`src/rtl/ising_pkg.sv`:
```
// Shared types and defaults for the Ising sampler stages.
package ising_pkg;

    typedef enum logic [1:0] {
        IDLE   = 2'd0,
        UPDATE = 2'd1,
        DONE   = 2'd2
    } state_t;

    localparam logic [15:0] LFSR_TAPS         = 16'hB400;
    localparam logic [15:0] DEFAULT_LFSR_SEED = 16'hACE1;

    // Loop stage and spin-update stage must agree on these.
    localparam int DEFAULT_N        = 4;
    localparam int DEFAULT_DATABITS = 16;

    // One step of the 16-bit right-shifting Galois LFSR.
    function automatic logic [15:0] lfsr_next(input logic [15:0] v);
        return (v >> 1) ^ (v[0] ? LFSR_TAPS : 16'h0000);
    endfunction

endpackage

```
`src/rtl/spin_update_if.sv`:
```
// Field-vector handshake in, spin vector out, for the spin-update stage.
interface spin_update_if import ising_pkg::*; #(
    parameter int N        = DEFAULT_N,
    parameter int DATABITS = DEFAULT_DATABITS
);
    logic [DATABITS*N-1:0] field_in;
    logic                  field_valid;
    logic                  field_ready;
    logic [3:0]            temp_shift;
    logic [N-1:0]          spins_out;
    logic                  spins_valid;
    logic [15:0]           sweep_count;

    modport master (
        output field_in, field_valid, temp_shift,
        input  field_ready, spins_out, spins_valid, sweep_count
    );

    modport slave (
        input  field_in, field_valid, temp_shift,
        output field_ready, spins_out, spins_valid, sweep_count
    );
endinterface

```
`src/rtl/spin_update_lfsr16.sv`:
```
// 16-bit Galois LFSR; q is the current value, advanced by en.
module lfsr16 import ising_pkg::*; #(
    parameter logic [15:0] SEED = DEFAULT_LFSR_SEED
) (
    input  logic        clk,
    input  logic        rst_n,
    input  logic        en,
    output logic [15:0] q
);
    // An all-zero seed would lock the register at zero.
    localparam logic [15:0] SEED_EFF = (SEED == 16'h0000) ? 16'h0001 : SEED;

    logic [15:0] lfsr_q, lfsr_d;

    // Next value: one Galois step when enabled, otherwise hold.
    always_comb begin
        lfsr_d = lfsr_q;
        if (en) begin
            lfsr_d = lfsr_next(lfsr_q);
        end
    end

    // LFSR register, reseeded by reset.
    always_ff @(posedge clk or negedge rst_n) begin
        if (!rst_n) begin
            lfsr_q <= SEED_EFF;
        end else begin
            lfsr_q <= lfsr_d;
        end
    end

    assign q = lfsr_q;
endmodule

```
`src/rtl/spin_update.sv`:
```
// Spin-update stage: serially thresholds a captured field snapshot against
// temperature-scaled LFSR noise, one spin per cycle.
module spin_update import ising_pkg::*; #(
    parameter int           N         = DEFAULT_N,
    parameter int           DATABITS  = DEFAULT_DATABITS,
    parameter logic [N-1:0] SPIN_INIT = N'(4'b0101),
    parameter logic [15:0]  LFSR_SEED = DEFAULT_LFSR_SEED
) (
    input logic            clk,
    input logic            rst_n,
    spin_update_if.slave   bus
);
    localparam int             IDXW     = (N > 1) ? $clog2(N) : 1;
    localparam logic [IDXW-1:0] LAST_IDX = IDXW'(N - 1);

    state_t                state_q, state_d;
    logic [IDXW-1:0]       idx_q, idx_d;
    logic [DATABITS*N-1:0] field_q, field_d;
    logic [3:0]            temp_q, temp_d;
    logic [N-1:0]          spins_q, spins_d;
    logic                  valid_q, valid_d;
    logic [15:0]           count_q, count_d;

    logic [15:0]           lfsr;
    logic                  lfsr_en;

    logic [DATABITS-1:0]   lane;
    logic signed [15:0]    noise16;
    logic signed [DATABITS:0] field_ext;
    logic signed [DATABITS:0] noise_ext;
    logic                  spin_up;

    lfsr16 #(.SEED(LFSR_SEED)) u_lfsr (
        .clk   (clk),
        .rst_n (rst_n),
        .en    (lfsr_en),
        .q     (lfsr)
    );

    // Comparator: field lane idx against shifted noise, both widened to DATABITS+1.
    always_comb begin
        lane      = field_q[idx_q*DATABITS +: DATABITS];
        noise16   = $signed(lfsr) >>> temp_q;
        field_ext = {lane[DATABITS-1], lane};
        noise_ext = {{(DATABITS-15){noise16[15]}}, noise16};
        spin_up   = field_ext > noise_ext;
    end

    // FSM next-state, snapshot capture, spin write and sweep bookkeeping.
    always_comb begin
        state_d = state_q;
        idx_d   = idx_q;
        field_d = field_q;
        temp_d  = temp_q;
        spins_d = spins_q;
        valid_d = 1'b0;
        count_d = count_q;
        lfsr_en = 1'b0;
        unique case (state_q)
            IDLE: begin
                if (bus.field_valid) begin
                    field_d = bus.field_in;
                    temp_d  = bus.temp_shift;
                    idx_d   = '0;
                    state_d = UPDATE;
                end
            end
            UPDATE: begin
                spins_d[idx_q] = spin_up;
                lfsr_en        = 1'b1;
                if (idx_q == LAST_IDX) begin
                    idx_d   = '0;
                    valid_d = 1'b1;
                    count_d = count_q + 16'd1;
                    state_d = DONE;
                end else begin
                    idx_d = idx_q + 1'b1;
                end
            end
            DONE: begin
                state_d = IDLE;
            end
            default: begin
                state_d = IDLE;
            end
        endcase
    end

    // State and datapath registers; reset discards any partial sweep.
    always_ff @(posedge clk or negedge rst_n) begin
        if (!rst_n) begin
            state_q <= IDLE;
            idx_q   <= '0;
            field_q <= '0;
            temp_q  <= '0;
            spins_q <= SPIN_INIT;
            valid_q <= 1'b0;
            count_q <= '0;
        end else begin
            state_q <= state_d;
            idx_q   <= idx_d;
            field_q <= field_d;
            temp_q  <= temp_d;
            spins_q <= spins_d;
            valid_q <= valid_d;
            count_q <= count_d;
        end
    end

    assign bus.field_ready = (state_q == IDLE);
    assign bus.spins_out   = spins_q;
    assign bus.spins_valid = valid_q;
    assign bus.sweep_count = count_q;
endmodule

```
`src/flat_wrapper.sv`:
```
// flat-port wrapper written by rule: the top's interface ports become plain ports
module spin_update_flat import ising_pkg::*;
#(
    parameter int           N         = DEFAULT_N,
    parameter int           DATABITS  = DEFAULT_DATABITS,
    parameter logic [N-1:0] SPIN_INIT = N'(4'b0101),
    parameter logic [15:0]  LFSR_SEED = DEFAULT_LFSR_SEED
)
  (clk, rst_n, bus_field_in, bus_field_valid, bus_temp_shift, bus_field_ready, bus_spins_out, bus_spins_valid, bus_sweep_count);
  spin_update_if #(.N(N), .DATABITS(DATABITS)) bus_i ();
  input logic clk;
  input logic rst_n;
  input wire logic [$bits(bus_i.field_in)-1:0] bus_field_in;
  input wire logic [$bits(bus_i.field_valid)-1:0] bus_field_valid;
  input wire logic [$bits(bus_i.temp_shift)-1:0] bus_temp_shift;
  output wire logic [$bits(bus_i.field_ready)-1:0] bus_field_ready;
  output wire logic [$bits(bus_i.spins_out)-1:0] bus_spins_out;
  output wire logic [$bits(bus_i.spins_valid)-1:0] bus_spins_valid;
  output wire logic [$bits(bus_i.sweep_count)-1:0] bus_sweep_count;
  assign bus_i.field_in = bus_field_in;
  assign bus_i.field_valid = bus_field_valid;
  assign bus_i.temp_shift = bus_temp_shift;
  assign bus_field_ready = bus_i.field_ready;
  assign bus_spins_out = bus_i.spins_out;
  assign bus_spins_valid = bus_i.spins_valid;
  assign bus_sweep_count = bus_i.sweep_count;
  spin_update #(.N(N), .DATABITS(DATABITS), .SPIN_INIT(SPIN_INIT), .LFSR_SEED(LFSR_SEED)) u_core (.clk(clk), .rst_n(rst_n), .bus(bus_i));
endmodule
```
`config.mk`:
```
export PLATFORM = sky130hd
export DESIGN_NAME = spin_update_flat
export DESIGN_NICKNAME = d
export VERILOG_FILES = /design/src/rtl/ising_pkg.sv /design/src/rtl/spin_update_if.sv /design/src/rtl/spin_update_lfsr16.sv /design/src/rtl/spin_update.sv /design/src/flat_wrapper.sv
export SDC_FILE = /design/constraint.sdc
export NUM_CORES = 1
export LEC_CHECK = 0
export ABC_AREA = 1
export ABC_CLOCK_PERIOD_IN_PS = 3400
export CAP_MARGIN = 10
export CELL_PAD_IN_SITES_DETAIL_PLACEMENT = 0
export CELL_PAD_IN_SITES_GLOBAL_PLACEMENT = 1
export CORE_ASPECT_RATIO = 0.8
export CORE_UTILIZATION = 41
export DETAILED_ROUTE_END_ITERATION = 8
export GPL_TIMING_DRIVEN = 0
export PLACE_DENSITY = 0.92
export SLEW_MARGIN = 30
export SYNTH_ARGS = -nofsm -noshare
export SYNTH_HDL_FRONTEND = slang
export SYNTH_SLANG_ARGS = --single-unit
```
`constraint.sdc`:
```
create_clock -name clk -period 3.4 [get_ports clk]
set_clock_uncertainty 0.1 [all_clocks]
set_input_delay 0.34 -clock clk [delete_from_list [all_inputs] [get_ports clk]]
set_output_delay 0.34 -clock clk [all_outputs]
set_load 0.02 [all_outputs]
```
[Word-level counts from Yosys, hierarchy flattened]
Index checks and enable logic that the tools add are counted.
Word-level totals
  output and inout port bits: 22
  bits in registers: 109
Operators by class
  equal/unequal tests: 4
  $lt $le $gt $ge: 3
  mux-type cells: 13
  bitwise gates (word level): 1
  reductions and logical operators: 7
  add/sub/neg operators: 2
  shift-type cells: 2
Operators by type and width (count)
  $shiftx A64 B7 Y16: 1
  $add A16 B1 Y16 const B: 1
  $gt A16 B16 Y1: 1
  $mux W16: 1
  $sshr A16 B4 Y16: 1
  $xor A15 B16 Y16: 1
  $mux W2: 4
  $pmux W2 S2: 2
  $reduce_and A2 Y1: 4
  $bwmux W4: 1
  $mux W1: 4
  $lt A2 B3 Y1 const B: 1
  $add A2 B1 Y2 const B: 1
  $demux W1 S2: 1
  $eq A2 B1 Y1 const B: 1
  $eq A2 B2 Y1 const B: 1
  $ge A2 B1 Y1 const B: 1
  $logic_not A2 Y1: 1
  $ne A2 B1 Y1 const B: 1
  $ne A2 B2 Y1 const B: 1
  $reduce_bool A2 Y1: 1
  $logic_and A1 B1 Y1: 1

[Depth between registers and ports, before layout]
  word-level depth: 5
  mapped depth: 23

[By module]
Synthesis repeated with hierarchy kept, for this count alone.
Unflattened totals
  cells, all modules: 757
  area, all modules: 5778.0 µm²
By module, submodules not included
  spin_update: sequential area each 2329.7 µm², cells an instance 683, times used 1, area each 5106.1 µm²
  lfsr16: sequential area each 410.4 µm², cells an instance 74, times used 1, area each 671.9 µm²

[Least setup slack after synthesis]
OpenSTA, ideal clock, no wires.
  path kind: reg-to-reg
  start point: register u_core.temp_q[1]
  end point: register u_core.spins_q[1] (netlist: u_core.bus.spins_out[1])
  cell stages (with the launch flop): 18
  library setup time: 0.118 ns
  path slack: 0.995 ns
  data arrival time: 2.186 ns
  period minus slack after synthesis: 2.405 ns
  cell sequence: dfrtp_1 -> clkbuf_1 -> inv_1 -> clkbuf_1 -> mux2i_1 -> o21ai_0 -> mux2i_1 -> ha_1 -> nand2_1 -> inv_1 -> nand2_1 -> nand2_1 -> nand2_1 -> nand2_1 -> nand2_1 -> nand3_1 -> nand4_1 -> nand2_1
On the way
  cells in the longest elaborated chain, start to end: 3
Ends and longest elaborated chain
  start: declaration: line spin_update.sv:19  | logic [3:0] temp_q, temp_d;
  start signal: assignment: line spin_update.sv:103  | temp_q <= temp_d;
  $sshr A16 B4 Y16: line spin_update.sv:43  | noise16 = $signed(lfsr) >>> temp_q;
  $gt A16 B16 Y1: line spin_update.sv:46  | spin_up = field_ext > noise_ext;
  $bwmux W4: line spin_update.sv:69  | spins_d[idx_q] = spin_up;
  end signal: assignment: line spin_update.sv:104  | spins_q <= spins_d;
  end: declaration: line spin_update.sv:20  | logic [N-1:0] spins_q, spins_d;
No other way between the ends.
A chain may end at the register's enable or synchronous reset.

[Worst setup path after layout]
  start point: register u_core.idx_q[0]
  end point: register u_core.spins_q[1] (netlist: u_core.bus.spins_out[1])
On the way
  cells in the longest elaborated chain, start to end: 5
  elaborated cells between the ends (all ways): 8
  classes of those cells: order compare: 3; shift: 1; mux: 3; reduce/logical: 1
Ends and longest elaborated chain
  start: declaration: line spin_update.sv:17  | logic [IDXW-1:0] idx_q, idx_d;
  start signal: assignment: line spin_update.sv:101  | idx_q <= idx_d;
  parallel branches: the longest is 4 deep, another holds $gt A16 B16 Y1
  $bwmux W4 *: line spin_update.sv:69
Mark *: on every way between the ends.

==> metrics.txt <==
largest stage delay on the critical path=0.56 ns; buffers and inverters on the worst path=3; RSZ-0062 raised after global routing=no; Crit Path Class=flop to flop; synthesized-area fraction occupied by and/or/nand/nor cells=15.6%; utilization after layout=53.1%; static power due to leakage=3.13 nW; vias per cell=5.29; met1 GRT Util=29.7%; count of mapped cells out of synthesis=608; Die Height=108 µm; number of max-capacitance violations reported=0; TritonCTS clock tree=done; number of standard cells in the final layout excluding fillers=898; CTS Sinks=109; count of TritonRoute iterations in the first routing pass=4; endpoint type of the worst setup path=flop; net count of the finished layout=805; number of antenna violations at the first check in global routing=0; overflow left after global routing=0; DR iter-0 viols=319; via total after detailed routing=4750; kind of path behind the tightest hold check=flop to flop; flops & latches, synth=109; Worst path depth=16; share of the yosys chip area belonging to registers=47.6%; total core area=13600 µm²; IO buf count=92; syn_nets=700; cell type group with the largest total delay on the critical path=buffers and inverters; clock root buffer=sky130_fd_sc_hd__clkbuf_16; Boundary Pins=93; clk slew on worst S/H paths=0.08 ns; critical path cell sequence=clkbuf_1 > inv_1 > buf_1 > nor2_1 > o22ai_1 > ha_1 > nand2_1 > nand2_1 > nand2_1 > nand2_1 > nand2_1 > nand2_1 > nand2_1 > nand3_1 > nand4_1 > nand2_1; Final setup violation count=0; area of the mapped netlist=5760 µm²; number of buffers on the longest clock path=2; area enclosed by the die boundary=14500 µm²; global-route wire length before repair=23.8 mm; Period Utilization, post-route=91.6%; global routing usage on met3=4.13%; required time reported for the critical path endpoint=3.55 ns; dominant combinational cell family by area after synthesis=simple AND/OR/NAND/NOR gates; count of cells along the worst register-to-register path=16; drt total wl=14.4 mm; Post-Synth Adder-Cell Area=4.56%; master of the slowest instance on the critical path=sky130_fd_sc_hd__buf_1; met2 track demand over resource=33.2%; TritonCTS Buffers=9; worst slew pin tran=0.693 ns; initial core utilization=42.2%; Antenna Diode Count=0; die outline width=134 µm; Max IR drop VDD=0.524 mV; cell area power density=836 nW/µm²; largest net degree at the start of global routing=63; post-synthesis mux area share=13.2%; most used cell, CP=sky130_fd_sc_hd__nand2_1; max-slew violation total from the final report=0; TNS Setup=0 ns; number of cells in the design after placement=881; synth-to-layout area growth=25.9%; ratio of cells with drive above 1 in the final layout=13.5%; element type at the critical path start=flop; multi-input logic area=2750 µm²; H-tree lvl count=3; post-cts repair resize count=0; number of global-route vias before repair=4711; crit path time final=3.12 ns; Cells on Worst Hold Path=2; total DRC errors in the routed layout=0; achievable frequency=321 MHz; fill cell total of the finished layout=1184; wire length per cell=16.1 µm; Placer Congestion=0.913; Synth Area in XOR/XNOR=3.00%; number of rows in the core area=38; sum of net half-perimeters after detailed placement=10.8 mm; antenna viol nets, final=0; WP data arrival=3.26 ns; overall power after layout=6.06 mW; worst relative slew slack=53.8%; mean area per synthesized cell=9.47 µm²; count of warnings emitted by yosys=0; register area=2740 µm²; CP Max Fanout=11; hold violation total from the final report=0; overall fraction of global-route tracks in use=21.3%; area fraction in compound gates after synthesis=11.4%; insertion delay to the later sink of the worst-skew pair=0.35 ns; number of distinct library cell variants in the gate-level netlist after synthesis=37; most congested layer reported by global routing=met2; result of the run=complete, no violations
==> final cells by class <==
class                   count  area share [%]
plain buffers              30            1.71
clock buffers              10            3.30
clock inverters             6           0.932
inverters                  37            1.92
multi-input cells         432            38.0
flip-flops and latches    109            37.8
well taps                 180            3.11
repair buffers             94            13.2
==> synthesized netlist by cell type, drive strengths merged <==
cell type | number | share of area [%]
clkbuf | 17 | 1.1
a21oi | 18 | 1.6
ha | 21 | 4.6
nand3 | 12 | 1.0
o21ai | 85 | 7.4
xnor2 | 12 | 2.1
dfstp | 10 | 4.6
a32o | 1 | 0.17
dfrtp | 99 | 43
o22ai | 15 | 1.6
mux2 | 64 | 13
a211oi | 1 | 0.13
nand2 | 124 | 8.6
mux2i | 4 | 0.70
or2 | 1 | 0.11
nor4 | 1 | 0.11
nor3 | 3 | 0.46
nor2 | 50 | 4.0
a21o | 1 | 0.13
o211ai | 3 | 0.39
nand4 | 10 | 1.3
clkinv | 1 | 0.065
xor2 | 6 | 0.91
buf | 13 | 1.0
inv | 36 | 2.3
==> state kept, by name (all words and copies together) (netlist names) <==
signal,count
u_core.bus.spins_out,4
u_core.bus.spins_valid,1
u_core.bus.sweep_count,16
u_core.field_q,64
u_core.idx_q,2
u_core.state_q,2
u_core.temp_q,4
u_core.u_lfsr.q,16
==> power by group <==
part	switching (mW)	total (mW)	internal (mW)	leakage, nW
clock network	0.533	1.07	0.538	0.143
logic	1.70	2.90	1.20	1.66
registers	0.298	2.09	1.79	1.32
total	2.53	6.06	3.52	3.13
==> routing by layer <==
metal  share of wire (%)  wire length, µm
met5                   0                0
met4                 1.9              276
met3                 5.8              838
met2                  45             6520
met1                  47             6810
==> path summary, 6_finish.rpt <==
path	slack, ns	to	startpoint
worst max-delay path	0.28	u_core.bus.spins_out[1]	u_core.idx_q[0]
worst min-delay path	0.38	u_core.bus.spins_out[0]	u_core.bus.spins_out[0]
worst max register to register	0.28	u_core.bus.spins_out[1]	u_core.idx_q[0]
worst min register to register	0.38	u_core.bus.spins_out[0]	u_core.bus.spins_out[0]
max in group asynchronous	2.15	u_core.field_q[36]	rst_n
min in group asynchronous	0.41	u_core.field_q[44]	rst_n
==> per-stage QoR <==
step | cell area [µm²] | hold WS, ns | worst slack, ns
5_1_grt | 7250 | 0.409 | 0.0424
3_3_place_gp | 6900 | 0.363 | -2.08
3_5_place_dp | 6930 | 0.268 | 0.368
2_1_floorplan | 5760 | -0.0556 | 0.995
4_1_cts | 7250 | 0.382 | 0.332
6_report | 7250 | 0.380 | 0.285
==> logic make-up after synthesis <==
family / count (synthesis)
mux: 68
fa+ha+maj: 21
xor+xnor: 18
buf+inv: 67
compound gates: 124
flops: 109
simple gates: 201
==> worst reg2reg max path, stage by stage (launching register included) <==
cell and delay (ns):
sky130_fd_sc_hd__dfrtp_1 0.41, sky130_fd_sc_hd__clkbuf_1 0.25, sky130_fd_sc_hd__inv_1 0.23, sky130_fd_sc_hd__buf_1 0.56, sky130_fd_sc_hd__nor2_1 0.09, sky130_fd_sc_hd__o22ai_1 0.26
sky130_fd_sc_hd__ha_1 0.30, sky130_fd_sc_hd__nand2_1 0.07, sky130_fd_sc_hd__nand2_1 0.05, sky130_fd_sc_hd__nand2_1 0.05, sky130_fd_sc_hd__nand2_1 0.06, sky130_fd_sc_hd__nand2_1 0.06
sky130_fd_sc_hd__nand2_1 0.07, sky130_fd_sc_hd__nand2_1 0.10, sky130_fd_sc_hd__nand3_1 0.16, sky130_fd_sc_hd__nand4_1 0.14, sky130_fd_sc_hd__nand2_1 0.06
==> cells in the final DEF (no fill, tap or decap), types with 6 or more instances in the layout <==
cell and instances:
sky130_fd_sc_hd__clkbuf_16 9, sky130_fd_sc_hd__nor2_1 45, sky130_fd_sc_hd__mux2_2 43, sky130_fd_sc_hd__nand2_1 118, sky130_fd_sc_hd__a21oi_1 18, sky130_fd_sc_hd__nand4_1 9, sky130_fd_sc_hd__xnor2_1 10, sky130_fd_sc_hd__inv_1 34
sky130_fd_sc_hd__xor2_1 6, sky130_fd_sc_hd__o22ai_1 15, sky130_fd_sc_hd__clkdlybuf4s50_1 91, sky130_fd_sc_hd__dfstp_2 10, sky130_fd_sc_hd__buf_2 9, sky130_fd_sc_hd__mux2_1 21, sky130_fd_sc_hd__nand3_1 12, sky130_fd_sc_hd__o21ai_0 82
sky130_fd_sc_hd__ha_1 21, sky130_fd_sc_hd__dfrtp_1 99, sky130_fd_sc_hd__clkbuf_1 17
==> repair_timing <==
| action | in CTS | in global routing |
|---|---|---|
| hold buffers | 1 | 0 |
| endpoints found under the hold margin | 51 | 0 |
| buffers inserted | 0 | 0 |
No activity file was read; power rests on OpenSTA's default activity.
